### src/rtl/riscv_pkg.sv
// riscv_pkg
// Shared definitions for the multicycle RV32I-subset control path:
// FSM state encoding, opcode values, ALUControl encodings and ALUOp codes.
package riscv_pkg;

    typedef enum logic [3:0] {
        ST_FETCH    = 4'd0,
        ST_DECODE   = 4'd1,
        ST_MEMADR   = 4'd2,
        ST_MEMREAD  = 4'd3,
        ST_MEMWB    = 4'd4,
        ST_MEMWRITE = 4'd5,
        ST_EXECR    = 4'd6,
        ST_EXECI    = 4'd7,
        ST_ALUWB    = 4'd8,
        ST_BEQ      = 4'd9,
        ST_JAL      = 4'd10
    } state_t;

    localparam logic [6:0] OP_LW  = 7'b0000011;
    localparam logic [6:0] OP_SW  = 7'b0100011;
    localparam logic [6:0] OP_R   = 7'b0110011;
    localparam logic [6:0] OP_I   = 7'b0010011;
    localparam logic [6:0] OP_BEQ = 7'b1100011;
    localparam logic [6:0] OP_JAL = 7'b1101111;

    localparam logic [2:0] ALU_ADD = 3'b000;
    localparam logic [2:0] ALU_SUB = 3'b001;
    localparam logic [2:0] ALU_AND = 3'b010;
    localparam logic [2:0] ALU_OR  = 3'b011;
    localparam logic [2:0] ALU_SLT = 3'b101;

    localparam logic [1:0] ALUOP_ADD   = 2'b00;
    localparam logic [1:0] ALUOP_SUB   = 2'b01;
    localparam logic [1:0] ALUOP_FUNCT = 2'b10;

endpackage

### src/rtl/alu_ctrl_decode.sv
// alu_ctrl_decode
// Combinational ALU operation decode.
// Ports:
//   i_alu_op    : 2-bit ALUOp from the controller FSM
//   i_funct3    : instruction[14:12]
//   i_op_b5     : instruction[5] (distinguishes R-type from I-type)
//   i_funct7b5  : instruction[30]
//   o_alu_ctrl  : 3-bit ALUControl
module alu_ctrl_decode
    import riscv_pkg::*;
(
    input  logic [1:0] i_alu_op,
    input  logic [2:0] i_funct3,
    input  logic       i_op_b5,
    input  logic       i_funct7b5,
    output logic [2:0] o_alu_ctrl
);

    always_comb begin
        o_alu_ctrl = ALU_ADD;
        case (i_alu_op)
            ALUOP_ADD: o_alu_ctrl = ALU_ADD;
            ALUOP_SUB: o_alu_ctrl = ALU_SUB;
            ALUOP_FUNCT: begin
                case (i_funct3)
                    // funct7b5 only means subtract for R-type; an I-type
                    // addi with a large immediate can have bit 30 set.
                    3'b000:  o_alu_ctrl = (i_op_b5 & i_funct7b5) ? ALU_SUB : ALU_ADD;
                    3'b010:  o_alu_ctrl = ALU_SLT;
                    3'b110:  o_alu_ctrl = ALU_OR;
                    3'b111:  o_alu_ctrl = ALU_AND;
                    default: o_alu_ctrl = ALU_ADD;
                endcase
            end
            default: o_alu_ctrl = ALU_ADD;
        endcase
    end

endmodule

### src/rtl/multicycle_controller.sv
// multicycle_controller
// Moore control FSM for the multicycle RV32I-subset datapath. Sequences one
// instruction over 3-5 cycles, stalls on MemReady and drives all datapath
// selects and write strobes.
// Ports:
//   clk, rst            : clock (rising edge), async active-high reset
//   op, funct3, funct7b5: instruction fields from the instruction register
//   Zero                : ALU zero flag (branch decision)
//   MemReady            : memory completes the current access this cycle
//   PCWrite, IRWrite, MemWrite, RegWrite : write strobes (forced 0 in reset)
//   AdrSrc, ResultSrc, ALUSrcA, ALUSrcB, ImmSrc, ALUControl : datapath selects
//   IllegalOp           : one-cycle pulse in DECODE on an unsupported opcode
//
// state    | meaning
// FETCH    | read instruction at PC, PC <= PC+4, wait for MemReady
// DECODE   | read registers, compute branch target OldPC+imm
// MEMADR   | compute rs1+imm for lw/sw
// MEMREAD  | read data memory, wait for MemReady
// MEMWB    | write loaded data to rd
// MEMWRITE | write data memory, wait for MemReady
// EXECR    | R-type ALU operation
// EXECI    | I-type ALU operation
// ALUWB    | write ALUOut to rd
// BEQ      | compare rs1/rs2, redirect PC if equal
// JAL      | redirect PC to target, compute OldPC+4 for rd
module multicycle_controller
    import riscv_pkg::*;
#(
    parameter bit USE_MEM_READY = 1'b1
) (
    input  logic       clk,
    input  logic       rst,
    input  logic [6:0] op,
    input  logic [2:0] funct3,
    input  logic       funct7b5,
    input  logic       Zero,
    input  logic       MemReady,
    output logic       PCWrite,
    output logic       AdrSrc,
    output logic       MemWrite,
    output logic       IRWrite,
    output logic       RegWrite,
    output logic [1:0] ResultSrc,
    output logic [1:0] ALUSrcA,
    output logic [1:0] ALUSrcB,
    output logic [1:0] ImmSrc,
    output logic [2:0] ALUControl,
    output logic       IllegalOp
);

    state_t     r_state;
    state_t     w_next;
    logic       w_mem_ready;
    logic       w_pc_write;
    logic       w_mem_write;
    logic       w_ir_write;
    logic       w_reg_write;
    logic [1:0] w_alu_op;
    logic [1:0] w_imm_src;

    assign w_mem_ready = USE_MEM_READY ? MemReady : 1'b1;

    always_ff @(posedge clk or posedge rst) begin
        if (rst) r_state <= ST_FETCH;
        else     r_state <= w_next;
    end

    always_comb begin
        w_next      = r_state;
        w_pc_write  = 1'b0;
        w_mem_write = 1'b0;
        w_ir_write  = 1'b0;
        w_reg_write = 1'b0;
        w_alu_op    = ALUOP_ADD;
        AdrSrc      = 1'b0;
        ResultSrc   = 2'b00;
        ALUSrcA     = 2'b00;
        ALUSrcB     = 2'b00;
        IllegalOp   = 1'b0;
        case (r_state)
            ST_FETCH: begin
                ALUSrcB    = 2'b10;
                ResultSrc  = 2'b10;
                w_ir_write = w_mem_ready;
                w_pc_write = w_mem_ready;
                if (w_mem_ready) w_next = ST_DECODE;
            end
            ST_DECODE: begin
                ALUSrcA = 2'b01;
                ALUSrcB = 2'b01;
                case (op)
                    OP_LW, OP_SW: w_next = ST_MEMADR;
                    OP_R:         w_next = ST_EXECR;
                    OP_I:         w_next = ST_EXECI;
                    OP_BEQ:       w_next = ST_BEQ;
                    OP_JAL:       w_next = ST_JAL;
                    default: begin
                        w_next    = ST_FETCH;
                        IllegalOp = 1'b1;
                    end
                endcase
            end
            ST_MEMADR: begin
                ALUSrcA = 2'b10;
                ALUSrcB = 2'b01;
                w_next  = op[5] ? ST_MEMWRITE : ST_MEMREAD;
            end
            ST_MEMREAD: begin
                AdrSrc = 1'b1;
                if (w_mem_ready) w_next = ST_MEMWB;
            end
            ST_MEMWB: begin
                ResultSrc   = 2'b01;
                w_reg_write = 1'b1;
                w_next      = ST_FETCH;
            end
            ST_MEMWRITE: begin
                AdrSrc      = 1'b1;
                w_mem_write = 1'b1;
                if (w_mem_ready) w_next = ST_FETCH;
            end
            ST_EXECR: begin
                ALUSrcA  = 2'b10;
                ALUSrcB  = 2'b00;
                w_alu_op = ALUOP_FUNCT;
                w_next   = ST_ALUWB;
            end
            ST_EXECI: begin
                ALUSrcA  = 2'b10;
                ALUSrcB  = 2'b01;
                w_alu_op = ALUOP_FUNCT;
                w_next   = ST_ALUWB;
            end
            ST_ALUWB: begin
                w_reg_write = 1'b1;
                w_next      = ST_FETCH;
            end
            ST_BEQ: begin
                ALUSrcA    = 2'b10;
                w_alu_op   = ALUOP_SUB;
                w_pc_write = Zero;
                w_next     = ST_FETCH;
            end
            ST_JAL: begin
                ALUSrcA    = 2'b01;
                ALUSrcB    = 2'b10;
                w_pc_write = 1'b1;
                w_next     = ST_ALUWB;
            end
            default: w_next = ST_FETCH;
        endcase
    end

    always_comb begin
        w_imm_src = 2'b00;
        case (op)
            OP_SW:   w_imm_src = 2'b01;
            OP_BEQ:  w_imm_src = 2'b10;
            OP_JAL:  w_imm_src = 2'b11;
            default: w_imm_src = 2'b00;
        endcase
    end

    alu_ctrl_decode u_alu_ctrl_decode (
        .i_alu_op   (w_alu_op),
        .i_funct3   (funct3),
        .i_op_b5    (op[5]),
        .i_funct7b5 (funct7b5),
        .o_alu_ctrl (ALUControl)
    );

    // State is already FETCH during reset; gating with rst kills the
    // MemReady-driven FETCH strobes and any strobe of an interrupted state
    // in the same cycle reset rises.
    assign PCWrite  = w_pc_write  & ~rst;
    assign IRWrite  = w_ir_write  & ~rst;
    assign MemWrite = w_mem_write & ~rst;
    assign RegWrite = w_reg_write & ~rst;
    assign ImmSrc   = rst ? 2'b00 : w_imm_src;

endmodule

### config.mk
export PLATFORM = sky130hd
export DESIGN_NAME = multicycle_controller
export DESIGN_NICKNAME = d
export VERILOG_FILES = /design/src/rtl/riscv_pkg.sv /design/src/rtl/alu_ctrl_decode.sv /design/src/rtl/multicycle_controller.sv
export SDC_FILE = /design/constraint.sdc
export NUM_CORES = 1
export LEC_CHECK = 0
export BUFFER_PORTS_ARGS = -buffer_cell sky130_fd_sc_hd__buf_4
export CAP_MARGIN = 20
export CELL_PAD_IN_SITES_DETAIL_PLACEMENT = 0
export CELL_PAD_IN_SITES_GLOBAL_PLACEMENT = 1
export CORE_UTILIZATION = 31
export DETAILED_ROUTE_END_ITERATION = 16
export GPL_TIMING_DRIVEN = 0
export HOLD_SLACK_MARGIN = 0.03
export PLACE_DENSITY = 0.86
export SLEW_MARGIN = 20
export SYNTH_ARGS = -nofsm -noshare
export SYNTH_HDL_FRONTEND = slang
export SYNTH_HIERARCHICAL = 1
export SYNTH_SLANG_ARGS = --single-unit
### constraint.sdc
create_clock -name clk -period 2.19 [get_ports clk]
set_input_delay 0.219 -clock clk [delete_from_list [all_inputs] [get_ports clk]]
set_output_delay 0.219 -clock clk [all_outputs]
set_load 0.01 [all_outputs]
; ---- Yosys cells after proc, flatten, opt, wreduce, memory -nomap -nowiden
; Index checks and enable logic that the tools add are counted.
[totals]
elab_cells = 66
reg_bits = 4
input_bits = 15
out_inout_bits = 17
[classes]
eq_ne = 24
bitwise_logic = 6
mux = 22
n_reduce_logical = 13
[ops]
columns = op, n
row1 = $pmux 4 s6, 1
row2 = $pmux 4 s5, 1
row3 = $eq 4x3->1 const B, 4
row4 = $pmux 2 s2, 4
row5 = $eq 7x6->1 const B, 2
row6 = $eq 7x7->1 const B, 2
row7 = $eq 4x4->1 const B, 3
row8 = $mux 4, 3
row9 = $pmux 3 s4, 1
row10 = $reduce_or 2->1, 6
row11 = $eq 4x2->1 const B, 2
row12 = $eq 7x2->1 const B, 1
row13 = $eq 7x5->1 const B, 1
row14 = $mux 1, 7
row15 = $eq 3x3->1 const B, 2
row16 = $ne 2x2->1 const B, 3
row17 = $pmux 2 s3, 1
row18 = $pmux 3 s2, 1
row19 = $reduce_or 3->1, 2
row20 = $reduce_or 6->1, 1
row21 = $and 1x1->1, 5
row22 = $eq 4x1->1 const B, 1
row23 = $logic_not 4->1, 1
row24 = $reduce_or 4->1, 1
row25 = other kinds (9), 9

; ---- Longest topological paths before layout
[depth]
depth_word = 5
depth_mapped = 8
ltp_nobuf = 7

; ---- By module
; Netlist, hierarchy kept.
[modules_own_cells]
columns = mod, cells_each, area_per_inst_um2, instances
row1 = multicycle_controller, 84, 581.8, 1
row2 = alu_ctrl_decode, 11, 96.3, 1

; ---- Least setup slack after synthesis
; No wires, ideal clock.
[synth_timing]
path_type = register to output
from = register r_state[2]
to = output port ALUControl[2]
arrival_time_ns = 1.717
path_buffers = 2
path_stages_with_launch = 7
t_required_ns = 1.971
setup_slack_ns = 0.254
path_cell_list = dfrtp_1 -> buf_6 -> clkbuf_1 -> inv_1 -> nor2_1 -> ha_1 -> nor4b_1
[synth_via]
elab_chain_len = 5
[synth_lines]
columns = item, line_no
row1 = from (decl), multicycle_controller.sv:51  ; state_t r_state;
row2 = from (signal assigned), multicycle_controller.sv:65  ; else r_state <= w_next;
row3 = $eq 4x3->1, multicycle_controller.sv:80  ; case (r_state)
row4 = $reduce_or 2->1 (no line), -
row5 = $pmux 2 s2 (*), multicycle_controller.sv:80
row6 = via w_alu_op[1], multicycle_controller.sv:58  ; logic [1:0] w_alu_op;
row7 = $eq 2x2->1 / $eq 2x1->1 (equally long branches), alu_ctrl_decode.sv:21  ; case (i_alu_op)
row8 = $pmux 3 s2 (*), alu_ctrl_decode.sv:21
row9 = to (decl), multicycle_controller.sv:47  ; output logic [2:0] ALUControl,
; The timed path passes the listed nets; every way through them passes the cells marked *.

; ---- Worst setup path in the final report
[layout_timing]
from = register r_state[3]
to = output port ALUControl[0]
; Same word-level chain as after synthesis.

==> results by group <==
Critical path
  • Cell Chain, Critical Path: buf_2 > nand2b_1 > nor2_2 > ha_2 > nand2b_4 > a221oi_2 > buf_4
  • Crit path largest cell delay: 0.35 ns
  • Slowest-stage cell, CP: dfrtp_1
  • Worst path buffer plus inverter count: 2
  • Crit path max fanout: 9
  • Crit Path Class: reg2out
  • Critical path startpoint category: register
  • Arrival @ worst endpoint: 1.85 ns
  • CP top delay family: simple AND/OR/NAND/NOR gates
  • Critical Path Sink Type: output pin
  • Worst EP required: roughly 2.0 ns

Floorplanning
  • Die Span Y: ~49 microns
  • Core region area: ~2000 sq um
  • Starting density of the core: 33.9%
  • DIE AREA: 2380 sq um
  • Io pins: 32
  • Die width: approximately 49 microns
  • Row count: 16

Detailed routing
  • ANT nets after route: 0
  • Drt total wl: around 2 mm
  • Routed wire per std cell: ~13 microns
  • Vias: around 830
  • Initial detailed-routing violation count: 9
  • Pre-antenna DRT Iters: 4
  • Remaining DRCs: 0
  • Vias per cell: 5.30

Clocking
  • Clk slew on worst S/H paths: approximately 0.04 ns
  • Root buffer cell: clkbuf_4
  • H-tree lvl count: 1
  • Clk sink count: 4
  • Max Buffers Root-to-Sink: 2
  • Num CTS Buffers: 3
  • Skew-Pair Late Insertion Delay: between 0.2 and 0.25 ns
  • CTS tree: built

STA
  • Tcrit/Tclk final: 94.5%
  • Pins Over Slew Limit: 0
  • Slew headroom: between 60 and 70%
  • RSZ-0062 raised after global routing: no
  • Setup TNS: 0 ns
  • Final setup viols: 0
  • Max Fclk: approximately 480 MHz
  • Worst-Margin Slew: 0.461 ns
  • Final critical-path required period: 2.07 ns
  • Clk_skew: approximately 0.0028 ns
  • Final hold violations: 0

Global routing
  • Initial antenna violation count: 0
  • GR Overflow Total: 0
  • Pin count of the biggest net entering global routing: 14
  • GRT met3 Usage: about 5%
  • Gr busiest metal: met2
  • Global-route wire length before repair: 3.42 mm
  • GR Layer Usage met2: between 30 and 40%
  • Vias in the first global route: 809
  • GRT met1 Usage: between 20% and 30%
  • Total global-route track usage: 18.2%

Finish
  • Final non-filler cell total: around 160
  • Reg with most FFs: r_state
  • Biggest regs: r_state (4)
  • Most frequent cells in the layout: buf_4, nor2_1, inv_1, nand2_1, nor3_1
  • Max reg flops: 4
  • Area delta synth->final: 48.2%
  • Final core occ: 50.2%
  • Most common cell after layout, fill and taps aside: buf_4
  • Final net count: around 150
  • Layout cells sized above 1: a little under two fifths
  • Antenna diodes: 0

Synthesis
  • Gate Count Post-Synth: between 90 and 100
  • Async S/R FF share, synth: between 90% and 100%
  • Synth Warn #: 6
  • Yosys reg bits: 4
  • Most used DFF post-synth: dfrtp_1
  • Netlist cell types: between 40 and 50
  • EDFF count, synth: 0
  • Synthesized area per cell: about 7 sq um
  • Post-synthesis sequential area ratio: roughly 15%
  • Synth Cell Area: 678 sq um
  • Syn nets: around 110

Worst hold path
  • Hold crit path type: in2reg

Power and ir drop
  • Comb power frac: between 60% and 70%
  • Clock network fraction of design power: 14.6%
  • Switch Pwr: ~0.28 mW
  • Peak supply drop: between 0.0003 and 0.0004 V
  • Flop pwr share: 15.9%
  • Internal power: about 0.38 mW
  • Power per cell area: ~650 nW/um^2
  • Static Leak: approximately 0.44 nW
  • Switching Share: a little over two fifths

Placed design
  • DP HPWL: between 1.5 and 2 mm
  • Final RePlAce weighted congestion: ~0.85
  • Buffers added on ports: 31
  • Placed cell count: roughly 150

Run status
  • Status: finished clean

Flow run
  • Max cap viols: 0
[final cells by class]
class / count / area (sq um)
timing repair buffer: 33 / 250
fill: 217 / 997
clock buffer: 3 / 22.5
buffer: 5 / 31.3
multi-input combinational: 77 / 536
inverter: 8 / 30.0
sequential: 4 / 101
tap: 27 / 33.8
[final timing paths]
kind	start	endpoint	slack, ns	cells past startpoint
max	r_state[3]	ALUControl[0]	0.12	7
min	op[4]	r_state[2]	0.38	4
max reg2reg	r_state[2]	r_state[0]	0.48	5
min reg2reg	r_state[2]	r_state[1]	0.73	3
max in group asynchronous	rst	r_state[1]	1.49	3
min in group asynchronous	rst	r_state[0]	0.50	3
[Yosys cell counts (2+ instances only)]
master     n  share of area, %
nor4_1     3               2.8
nor2b_1    3               2.8
and3_1     3               2.8
nand2_1    5               2.8
o21ai_0    3               2.2
a211oi_1   2               2.2
nand2b_1   4               3.7
nor2_1    12               6.6
clkbuf_1   3               1.7
o31ai_1    2               2.2
o32ai_1    2               2.6
nor3_1     5               3.7
and2_1     3               2.8
ha_1       2               3.7
a21oi_1    4               3.0
dfrtp_1    4                15
nand3b_1   2               2.2
a21boi_0   2               2.2
inv_1      8               4.4
[logic make-up (layout without fill, tap and decap cells)]
kind of cell / after synthesis / in the layout / share of synthesized area, %
xor+xnor: 2 / 2 / 2.58
flops: 4 / 4 / 14.8
simple gates: 49 / 49 / 43.7
buf+inv: 14 / 49 / 9.04
fa+ha+maj: 2 / 2 / 3.69
compound gates: 24 / 24 / 26.2
[routing by layer]
layer  share of wire (%)  vias to the layer above
met3                 5.4                        4
met5                   0                        -
met2                  52                       23
met1                  42                      389
met4                 1.0                        0
li1                    -                      416
[power by group through the flow]
stage	combinational, mW	sequential [mW]	clock (mW)
6_report	0.456	0.104	0.0958
5_1_grt	0.497	0.105	0.103
3_3_place_gp	0.437	0.102	0
4_1_cts	0.436	0.104	0.0994
2_1_floorplan	0.272	0.0978	0
3_5_place_dp	0.437	0.102	0
[metrics by stage]
stage | power [mW] | cell area (sq um) | hold WS [ns] | worst slack [ns]
6_report | 0.656 | 1000 | 0.376 | 0.120
5_1_grt | 0.706 | 1000 | 0.386 | 0.0102
3_3_place_gp | 0.539 | 945 | 0.179 | 0.108
2_1_floorplan | 0.370 | 678 | -0.00447 | 0.254
3_5_place_dp | 0.538 | 945 | 0.186 | 0.0696
4_1_cts | 0.640 | 978 | 0.368 | 0.0168
[worst min-delay path: cells and delay by family]
family,cells,cell delay [ns]
buffers and inverters,1,0.12
AO/OA/AOI/OAI,1,0.05
AND/OR/NAND/NOR,2,0.18
[timing repair]
| item | CTS | global route |
|---|---|---|
| endpoints found under the hold margin | 4 | 0 |
| hold buffers | 1 | 0 |
| endpoints found under the setup margin | 3 | 3 |
| gates resized for setup | 3 | 6 |
| pin swaps | 0 | 0 |
| buffers inserted | 0 | 1 |
Power figures use the tool's default switching activity.
